$ cat src/rtl/data_cache_ctrl.sv
// ============================================================================
// Module   : data_cache_ctrl
// Purpose  : Direct-mapped write-back data cache, 8 blocks x 4 bytes, with a
//            32-bit block handshake to memory. Optional DCACHE_STATS_EN adds
//            saturating hit/miss counters.
// Revision : 1.0
// ============================================================================
`default_nettype none

module data_cache_ctrl (
  input  logic        CLK,
  input  logic        RESET,
  input  logic        READ,
  input  logic        WRITE,
  input  logic [7:0]  ADDRESS,
  input  logic [7:0]  WRITEDATA,
  output logic [7:0]  READDATA,
  output logic        BUSYWAIT,
  output logic        MEM_READ,
  output logic        MEM_WRITE,
  output logic [5:0]  MEM_ADDRESS,
  output logic [31:0] MEM_WRITEDATA,
  input  logic [31:0] MEM_READDATA,
`ifdef DCACHE_STATS_EN
  output logic [15:0] HIT_COUNT,
  output logic [15:0] MISS_COUNT,
`endif
  input  logic        MEM_BUSYWAIT
);

  typedef enum logic [1:0] {
    IDLE      = 2'd0,
    WRITEBACK = 2'd1,
    FETCH     = 2'd2,
    UPDATE    = 2'd3
  } t_state;

  t_state      r_state;
  t_state      w_next;

  logic        r_valid [8];
  logic        r_dirty [8];
  logic [2:0]  r_tag   [8];
  logic [31:0] r_data  [8];
  logic [31:0] r_fill;

  logic [2:0]  w_tag;
  logic [2:0]  w_index;
  logic [1:0]  w_offset;
  logic        w_req;
  logic        w_hit;
  logic        w_wr_hit;

  assign w_tag    = ADDRESS[7:5];
  assign w_index  = ADDRESS[4:2];
  assign w_offset = ADDRESS[1:0];
  assign w_req    = READ | WRITE;
  assign w_hit    = r_valid[w_index] && (r_tag[w_index] == w_tag);
  assign w_wr_hit = (r_state == IDLE) && WRITE && w_hit;

  assign READDATA = r_data[w_index][{w_offset, 3'b000} +: 8];

  always_comb begin
    w_next        = r_state;
    BUSYWAIT      = 1'b0;
    MEM_READ      = 1'b0;
    MEM_WRITE     = 1'b0;
    MEM_ADDRESS   = 6'd0;
    MEM_WRITEDATA = 32'd0;
    case (r_state)
      IDLE: begin
        if (w_req && !w_hit) begin
          BUSYWAIT = 1'b1;
          w_next   = (r_valid[w_index] && r_dirty[w_index]) ? WRITEBACK : FETCH;
        end
      end
      WRITEBACK: begin
        BUSYWAIT      = 1'b1;
        MEM_WRITE     = 1'b1;
        MEM_ADDRESS   = {r_tag[w_index], w_index};
        MEM_WRITEDATA = r_data[w_index];
        if (!MEM_BUSYWAIT) w_next = FETCH;
      end
      FETCH: begin
        BUSYWAIT    = 1'b1;
        MEM_READ    = 1'b1;
        MEM_ADDRESS = {w_tag, w_index};
        if (!MEM_BUSYWAIT) w_next = UPDATE;
      end
      UPDATE: begin
        BUSYWAIT = 1'b1;
        w_next   = IDLE;
      end
      default: w_next = IDLE;
    endcase
  end

  always_ff @(posedge CLK) begin
    if (RESET) begin
      r_state <= IDLE;
      r_fill  <= 32'd0;
      for (int i = 0; i < 8; i++) begin
        r_valid[i] <= 1'b0;
        r_dirty[i] <= 1'b0;
        r_tag[i]   <= 3'd0;
        r_data[i]  <= 32'd0;
      end
    end else begin
      r_state <= w_next;
      if (r_state == FETCH && !MEM_BUSYWAIT) r_fill <= MEM_READDATA;
      if (r_state == UPDATE) begin
        r_valid[w_index] <= 1'b1;
        r_dirty[w_index] <= 1'b0;
        r_tag[w_index]   <= w_tag;
        r_data[w_index]  <= r_fill;
      end
      // A store lands only once the block is resident, so misses retry here.
      if (w_wr_hit) begin
        r_data[w_index][{w_offset, 3'b000} +: 8] <= WRITEDATA;
        r_dirty[w_index] <= 1'b1;
      end
    end
  end

`ifdef DCACHE_STATS_EN
  logic r_from_update;
  logic w_hit_evt;
  logic w_miss_evt;

  // The hit that completes a serviced miss belongs to that miss, not a new hit.
  assign w_hit_evt  = (r_state == IDLE) && w_req && w_hit && !r_from_update;
  assign w_miss_evt = (r_state == IDLE) && w_req && !w_hit;

  always_ff @(posedge CLK) begin
    if (RESET) begin
      r_from_update <= 1'b0;
      HIT_COUNT     <= 16'd0;
      MISS_COUNT    <= 16'd0;
    end else begin
      r_from_update <= (r_state == UPDATE);
      if (w_hit_evt && HIT_COUNT != 16'hFFFF)   HIT_COUNT  <= HIT_COUNT + 16'd1;
      if (w_miss_evt && MISS_COUNT != 16'hFFFF) MISS_COUNT <= MISS_COUNT + 16'd1;
    end
  end
`endif

endmodule

`default_nettype wire
$ cat config.mk
export PLATFORM = sky130hd
export DESIGN_NAME = data_cache_ctrl
export DESIGN_NICKNAME = d
export VERILOG_FILES = /design/src/rtl/data_cache_ctrl.sv
export SDC_FILE = /design/constraint.sdc
export NUM_CORES = 1
export LEC_CHECK = 0
export CORE_ASPECT_RATIO = 1.4
export CORE_UTILIZATION = 25
export DETAILED_ROUTE_END_ITERATION = 12
export GPL_TIMING_DRIVEN = 0
export HOLD_SLACK_MARGIN = 0.15
export PLACE_DENSITY = 0.51
export SYNTH_ARGS = -nofsm -noshare
export SYNTH_HDL_FRONTEND = slang
export SYNTH_SLANG_ARGS = --single-unit
$ cat constraint.sdc
create_clock -name CLK -period 3.9 [get_ports CLK]
set_input_delay 0.585 -clock CLK [delete_from_list [all_inputs] [get_ports CLK]]
set_output_delay 0.585 -clock CLK [all_outputs]
set_load 0.05 [all_outputs]
==> impl_results.md <==
* Outcome: finished, violations left
* Failing checks: negative setup slack
* Crit Path Class: in2out
* Placer Congestion at 0.968
* Footprint of the multi-input gates at 0.00573 mm2
* Synth cell types at 48
* Longest Clk Path Bufs at 3
* Reg2Reg Launch Point: r_tag[0][0]
* Fillcell total at 6299
* First-pass GRT wire length at 83.5 mm
* Asr flop ratio synth at 0
* CTS Sinks at 330
* Number of global-route vias before repair at 11500
* Largest cells by area after synthesis: edfxtp_1, nor2_1, dfxtp_1, mux2_2, nand2_1
* Fin Hold WS at 0.456 ns
* CTS root buffer: clkbuf_16
* Layout overhead on the synthesized area at 22.9%
* Fin crit share at 1.01
* Io pins at 102
* Via-per-instance ratio at 5.10
* Crit path launch: ADDRESS[2]
* Finished Layout Cells at 2345
* Maximum net fanout on the critical path at 10
* HPWL after detailed placement at 44.0 mm
* Mapped Cells at 1364
* Clock Latency Late Sink at 0.54 ns
* Measured slew at the worst slew-check pin at 1.28 ns
* Worst path required time at 3.31 ns
* TritonCTS clock tree: built
* Syn avg cell area at 11.3 um2
* Detail Route Antenna Nets at 0
* Slew Limit Fails at 0
* Syn_nets at 1427
* Post-synth EDFFs at 288
* P_leak at 0.00631 uW
* Pwr dens at 474 mW/mm2
* Drt wl/cell at 26.0 um
* Drt drc at 0
* RSZ-0062 raised after global routing: true
* Cts hold-fix bufs at 0
* Critical path's most frequent cell: buf_4
* Crit path max-delay family: buffers and inverters
* Critical path buffer and inverter count at 7
* Max-slew headroom at 0.146
* Register area at 0.00949 mm2
* Largest net degree at the start of global routing at 14
* Endpoints failing hold at 0
* Detailed Route Iter0 Violations at 1244
* TritonCTS buffer count at 35
* Highest-delay cell along the critical path: mux4_2
* Reg clk slew, reported paths at 0.06 ns
* PortBufs at 99
* Top_reg_cell synth: edfxtp_1
* Post-Route Skew at 0.0178 ns
* Register area share after synthesis at 0.618
* Router iterations before antenna repair at 8
* Hold Path Origin: r_fill[28]
* Rows at 107
* Synth Register Bits at 330
* Gr usage total at 0.192
* Total core area at 0.0608 mm2
* Syn. warnings at 0
* Max-cap check violation count at 0
* CP peak stage delay at 0.41 ns
* Nets at 1562
* Critical-path cell list: buf_6, buf_6, buf_4, buf_4, clkbuf_4, buf_4, a221oi_1, o22ai_2, mux4_2, buf_2
* Fin crit period at 3.93 ns
* Fmax at 0.255 GHz
* Worst setup SP type: input pin
* Die Span Y at 295 um
* Vias at 12000
* Post-synth top area share at 0.564
* Placed instance count at 2280
* Final setup violation count at 3
* Peak VDD IR at 308 uV
* H-tree depth at 2
* Initial core utilization at 0.253
* Full die area at 0.0624 mm2
* Mapped cell area at 0.0153 mm2
* Final wirelength at 61.0 mm
* Initial antenna violation count at 5
* Hold Crit Class: reg2reg
* Die width at 211 um
* Worst path arrival time at 3.34 ns
* GRT overflow at 0
* Area leader, netlist: edfxtp_1
* Layout cells sized above 1 at 0.178
* Crit end category: primary output
* Final WS setup at -0.0290 ns
## cells in the mapped netlist (2+ instances only)
cell type and instances:
a221oi_1 32, a211oi_1 6, nor3_1 4, a21o_1 9
nor3b_1 6, and3_1 4, nor2b_1 9, clkbuf_1 73
a22o_1 9, nand4_2 4, buf_2 11, nand2_1 153
buf_1 8, o2111ai_1 2, buf_6 2, a222oi_1 5
a221o_1 10, and2_1 39, a21oi_1 72, ha_1 10
nand3_1 4, mux2_2 58, o221ai_1 3, inv_1 12
mux2i_1 34, dfxtp_1 42, o22ai_1 10, or2_2 8
a22oi_1 31, mux2_4 7, nor2_1 340, inv_2 2
mux4_2 10, o21ai_0 30, nand2b_1 4, edfxtp_1 288
o211ai_1 2
## cells in the final DEF (no fill, tap or decap), types with 5 or more instances in the layout
cell type,instances
clkinv_1,6
clkdlybuf4s50_1,56
ha_1,10
o21ai_2,16
clkbuf_8,5
inv_1,11
clkinv_2,6
clkbuf_1,56
nor3b_1,5
or2_2,8
edfxtp_1,288
nand2_1,152
nor2_1,326
mux2_2,58
a221oi_1,25
mux4_2,10
dlygate4sd2_1,28
buf_8,5
buf_4,10
clkbuf_4,8
a21oi_2,24
a21o_1,9
and2_1,38
a211oi_1,5
nor2_2,11
o22ai_1,9
a221o_1,9
mux2i_1,34
nor2b_1,7
dfxtp_1,42
o21ai_0,11
a21oi_1,48
a222oi_1,5
clkbuf_16,37
a221oi_2,7
clkbuf_2,11
buf_2,12
a22oi_1,31
mux2_4,7
a22o_1,9
## sequential cells by signal, summed over array words and instances, names as in the netlist
signal and count:
r_tag 24, r_state 2, r_dirty 8, r_data 256, r_valid 8, r_fill 32
## path summary, 6_finish.rpt
kind | cells past startpoint | slack [ns] | to
worst max-delay path | 10 | -0.03 | READDATA[3]
worst min-delay path | 2 | 0.46 | r_fill[28]
worst max register to register | 9 | 0.44 | r_data[3][16]
worst min register to register | 2 | 0.46 | r_fill[28]
## timing repair
| item | in CTS | in global routing |
|---|---|---|
| setup endpoints to repair | 578 | 107 |
| gates cloned | 0 | 0 |
| gates resized for setup | 229 | 30 |
| pin swaps | 2 | 0 |
| buffers inserted | 2 | 1 |
## tightest hold or removal path, stage by stage (launching register included)
cell     delay (ns)
dfxtp_1        0.31
nand2_1        0.05
a21oi_1        0.05
## per-layer routing
layer	global-route usage	up-vias	wire length (um)
met5	0	-	23
met4	0.0923	2	3270
met3	0.0424	159	6590
met2	0.309	760	27400
met1	0.244	5867	23700
li1	-	5176	-
## report_power, final
group          switching, uW  internal (uW)
logic                   1120            439
clock network           1400           1860
registers               72.0           4060
total                   2590           6350
## stage by stage
step	utilization	cell area [um2]	power, uW	worst slack [ns]	TNS (ns)
floorplan	-	15300	5040	0.515	0
global placement	0.286	17400	5680	-2.25	-700.01
detailed placement	0.286	17400	5690	-2.19	-724.51
CTS	0.309	18800	8910	-0.0422	-0.792
global route	0.310	18900	9140	-0.00611	-0.0440
finish	0.310	18900	8950	-0.0290	-0.0488
## cell type report
class,count,share of cell area
diodes,4,0.000531
plain buffers,91,0.0273
clock buffers,48,0.0529
clock inverters,14,0.00471
inverters,15,0.00345
multi-input cells,924,0.304
flip-flops and latches,330,0.503
well taps,817,0.0542
repair buffers,102,0.0501
## logic make-up (layout without fill, tap and decap cells)
| group | count (synthesis) | count (layout) | synth area share |
|---|---|---|---|
| simple gates | 577 | 577 | 0.157 |
| fa+ha+maj | 10 | 10 | 0.00815 |
| buf+inv | 110 | 270 | 0.0290 |
| compound gates | 228 | 228 | 0.101 |
| other cells | 0 | 4 | 0 |
| mux | 109 | 109 | 0.0863 |
| flops | 330 | 330 | 0.618 |
Power figures use the tool's default switching activity.
==> RTL edit 1: new RTL, same flow settings <==
Encoding of `t_state`: now Gray code (2 bits for 4 states).
--- a/src/rtl/data_cache_ctrl.sv
+++ b/src/rtl/data_cache_ctrl.sv
@@ -29,10 +29,10 @@
 );
 
   typedef enum logic [1:0] {
-    IDLE      = 2'd0,
-    WRITEBACK = 2'd1,
-    FETCH     = 2'd2,
-    UPDATE    = 2'd3
+    IDLE      = 2'b00,
+    WRITEBACK = 2'b01,
+    FETCH     = 2'b11,
+    UPDATE    = 2'b10
   } t_state;
 
   t_state      r_state;
Check against the original RTL: same outputs for any inputs over 4 cycles, from zero or initial values and one cycle with RESET high; so few cycles prove little.
==> RTL edit 1 against the unedited design <==
- the flow still finishes with violations (negative setup slack)
- sequential power is 3% lower
- setup slack got worse by 42 ps
- synthesized area grew 11%
- clock skew up 1.6 ps
- final cell count increased by 6.5%
- sequential cell count stayed put
- first-iteration DRC count rose by 67%
- final area increased by 11%
- global-route usage grew 3.6 points
- total power decreased by 1.1%
- wire length grew 32%
- count of clock-buffer cells in the layout decreased by 2
- largest power group unchanged
- highest routed layer unchanged
==> RTL edit 1: results (changes against the unedited design) <==
[drt] DR vias 14936 [+25%]
[drt] DR WL/cell 32.3 µm [+24%]
[layout] Net count, final 1671 [+7.0%]
[layout] number of signal-net inverters in the final layout 23 [+8]
[power_and_ir_drop] maximum vdd drop 0.296 mV [-3.9%]
[worst_setup_path] slowest cell on the critical path sky130_fd_sc_hd__o21ai_2
[layout] number of sequential cells 330 [unchanged]
[layout] FILL cells 6899 [+9.5%]
[placed_design] total cell area at the placement stage 0.0191 mm² [+9.9%]
[status] status finished, violations left
[timing] Worst Max-Slew Pin Slew 1350 ps [+70.9 ps]
[power_and_ir_drop] total power density per cell area 424 mW/mm² [-11%]
[drt] violation count after the first detailed-routing iteration 2080 [+67%]
[synth] netlist area before placement 0.0170 mm² [+11%]
[timing] Worst Skew 19.4 ps [+1.56 ps]
[layout] fraction of final layout cells sized beyond drive strength 1 18.1% [+0.33 points]
[status] failing checks negative setup slack
[global_routing] via count of the first global-routing pass 14322 [+25%]
[layout] area fraction of clock buffers and clock inverters 5.65% [-0.11 points]
[synth] top post-synthesis cells by area sky130_fd_sc_hd__edfxtp_1 51%, sky130_fd_sc_hd__a22oi_1 13%, sky130_fd_sc_hd__dfxtp_1 4.9%
[global_routing] total global-route track usage 22.8% [+3.6 points]
[layout] # clk buffers 46 [-4.2%]
[timing] sum of negative setup slack -160 ps [-111 ps]
[synth] post-synthesis sequential area ratio 55.8% [-6.0 points]
[layout] count of plain and timing-repair buffers in the layout 251 [+30%]
[drt] total routed wirelength 80.8 mm [+32%]
[power_and_ir_drop] P_leak 6.61 nW [+4.6%]
[timing] min setup slack post-route -71.0 ps [-42.0 ps]
[synth] count of mapped cells out of synthesis 1447 [+6.1%]
[global_routing] pin count of the biggest net entering global routing 15 [+1]
[layout] number of diodes added for antenna fixing 2 [-2]
[timing] Setup-failing EPs final 5 [+2]
[layout] portion of the layout cell area used by non-clock buffers 8.94% [+1.2 points]
[global_routing] initial antenna violation count 7 [+2]
[global_routing] wire length of the first global-routing pass 111 mm [+33%]
[placed_design] HPWL after detailed placement 58.9 mm [+34%]
[worst_setup_path] data arrival time of the worst path 3390 ps [+50 ps]
[placed_design] worst-case setup slack after placement -2990 ps [-801 ps]
[worst_setup_path] reg2reg setup slack 120 ps [-320 ps]
[worst_setup_path] crit-path max cell delay 540 ps [+130 ps]
[worst_setup_path] reg-to-reg startpoint r_tag[6][2]
[synth] Synth top cells by count 290 x sky130_fd_sc_hd__a22oi_1, 288 x sky130_fd_sc_hd__edfxtp_1, 176 x sky130_fd_sc_hd__nand2_1
[RTL edit 1: worst max path at each step]
stage,slack (ps),endpoint,cells after the start,from
after floorplan,460,MEM_WRITEDATA[0],8,ADDRESS[3]
after global placement,-3020,READDATA[5],9,ADDRESS[3]
after detailed placement,-2990,READDATA[5],9,ADDRESS[3]
after CTS,3,MEM_WRITEDATA[27],7,ADDRESS[4]
after global routing,-0.7,READDATA[4],11,ADDRESS[2]
final,-70,READDATA[5],10,ADDRESS[2]
[RTL edit 1: metrics by stage]
stage	power [mW]	hold WS, ps
finish	8.84	471
global route	9.00	490
CTS	8.80	481
detailed placement	5.34	468
global placement	5.33	460
floorplan	4.77	444
[RTL edit 1: cells by family after synthesis]
| group | count (synthesis) | synth area share [%] |
|---|---|---|
| AOI/OAI and AO/OA | 499 | 23.6 |
| and+or+nand+nor | 391 | 11.0 |
| DFF | 330 | 55.8 |
| buffers and inverters | 146 | 3.58 |
| muxes | 74 | 5.51 |
| adders and majority gates | 5 | 0.368 |
| xor gates and xnor gates | 2 | 0.147 |
[RTL edit 1: repair_timing]
| action | CTS | global route |
|---|---|---|
| resized for setup | 222 | 17 |
| pin swaps | 11 | 16 |
| setup endpoints to repair | 560 | 258 |
| setup buffers | 10 | 20 |
[RTL edit 1: where the power goes]
group	total, mW	internal [mW]	leakage (nW)	switching [mW]
registers	4.01	3.96	3.32	0.0533
logic	1.32	0.344	2.71	0.978
clock network	3.51	2.04	0.581	1.47
total	8.84	6.35	6.61	2.50
[RTL edit 1: per-layer routing]
metal	up-vias	global-route usage, %	part of all wire (%)
met1	7375	27.5	36
met2	1146	36.4	45
met3	321	5.50	11
met5	-	0	0.062
met4	8	14.6	7.9
li1	6086	-	-
==> RTL edit 2: new RTL, same flow settings <==
Made on the original files. The option `DCACHE_STATS_EN` is turned on by a define.
--- a/src/rtl/data_cache_ctrl.sv
+++ b/src/rtl/data_cache_ctrl.sv
@@ -6,6 +6,8 @@
 // Revision : 1.0
 // ============================================================================
 `default_nettype none
+
+`define DCACHE_STATS_EN
 
 module data_cache_ctrl (
   input  logic        CLK,
Check against the original RTL (old outputs only; new: HIT_COUNT and MISS_COUNT): same outputs for any inputs over 4 cycles, from zero or initial values and one cycle with RESET high; that may be too few to reach the edited logic, so the function may still have changed.
==> RTL edit 2 against the unedited design <==
- wire length grew 10%
- sequential power rose by 7.5%
- synthesized area rose by 10%
- critical path type unchanged
- combinational power up 19%
- final area increased by 12%
- sequential cell count grew 33
- register-to-register slack got worse by 360 ps
- total power increased by 9.3%
- critical endpoint is now MEM_WRITEDATA[11]
- setup slack gained 85 ps
==> RTL edit 2: results (changes against the unedited design) <==
[power_and_ir_drop] proportion of power drawn by the clock network 35.6% [-0.8 points]
[global_routing] met1 global-route usage 23.2% [-1.2 points]
[drt] DR WL/cell 25.8 µm [-0.63%]
[drt] vias per inst 5.13 [+0.56%]
[synth] Synth Area in Compound Gates 11.3% [+1.2 points]
[worst_setup_path] worst setup path startpoint ADDRESS[3]
[clock_network] Clk Latency, worst-skew pair 580 ps [+40 ps]
[layout] # clk buffers 44 [-8.3%]
[global_routing] total global-route track usage 19.4% [+0.17 points]
[synth] top post-synthesis cells by area sky130_fd_sc_hd__edfxtp_1 51%, sky130_fd_sc_hd__dfxtp_1 8.9%, sky130_fd_sc_hd__nor2_1 7.7%
[global_routing] pin count of the biggest net entering global routing 16 [+2]
[placed_design] HPWL after detailed placement 48.8 mm [+11%]
[placed_design] worst-case setup slack after placement -3380 ps [-1190 ps]
[layout] number of signal-net inverters in the final layout 26 [+11]
[layout] area fraction of clock buffers and clock inverters 5.36% [-0.40 points]
[synth] count of mapped cells out of synthesis 1541 [+13%]
[global_routing] met3 track utilization from global routing 3.16% [-1.1 points]
[drt] Met1 Routed Length 26.3 mm [+11%]
[clock_network] total clock buffers created by CTS 36 [+2.9%]
[layout] FILL cells 6921 [+9.9%]
[clock_network] number of instances resized during post-cts repair 318 [+39%]
[clock_network] buffers inserted by post-CTS timing repair 4 [+2]
[global_routing] initial antenna violation count 1 [-4]
[drt] total routed wirelength 67.2 mm [+10%]
[layout] portion of the layout cell area used by non-clock buffers 8.85% [+1.1 points]
[synth] portion of netlist area occupied by mux cells 7.80% [-0.83 points]
[power_and_ir_drop] maximum vdd drop 0.257 mV [-17%]
[synth] post-synthesis sequential area ratio 60.1% [-1.8 points]
[global_routing] wire length of the first global-routing pass 95.6 mm [+14%]
[layout] number of diodes added for antenna fixing 1 [-3]
[status] status completed
[drt] detailed-router iteration count before antenna repair 7 [-1]
[synth] adder and majority gate portion of the synthesized area 0.889% [+0.073 points]
[power_and_ir_drop] P_leak 6.98 nW [+11%]
[placed_design] number of placed instances with taps included 2528 [+11%]
[timing] final worst path period share 98.6% [-2.2 points]
[layout] combined area of the multi-input logic cells 0.00682 mm² [+19%]
[drt] detailed route wirelength on metal2 32.6 mm [+19%]
## RTL edit 2: cell count changes after synthesis, moves of 8 or more
cell                       delta
sky130_fd_sc_hd__a221oi_1    +10
sky130_fd_sc_hd__a22oi_1      -8
sky130_fd_sc_hd__buf_2       -10
sky130_fd_sc_hd__clkbuf_1    +14
sky130_fd_sc_hd__dfxtp_1     +33
sky130_fd_sc_hd__inv_1       +10
sky130_fd_sc_hd__mux2_2       +9
sky130_fd_sc_hd__nand2_1     +11
sky130_fd_sc_hd__nand3_1     +13
sky130_fd_sc_hd__o21ai_0     +24
sky130_fd_sc_hd__o21bai_1    +32
sky130_fd_sc_hd__or3_1       +15
## RTL edit 2: final timing paths
kind                       endpoint  slack (ps)  cells past startpoint
setup reg to reg      r_data[1][28]          80                      7
setup / recovery  MEM_WRITEDATA[11]          60                      9
hold reg to reg          r_fill[14]         460                      2
hold / removal           r_fill[14]         460                      2
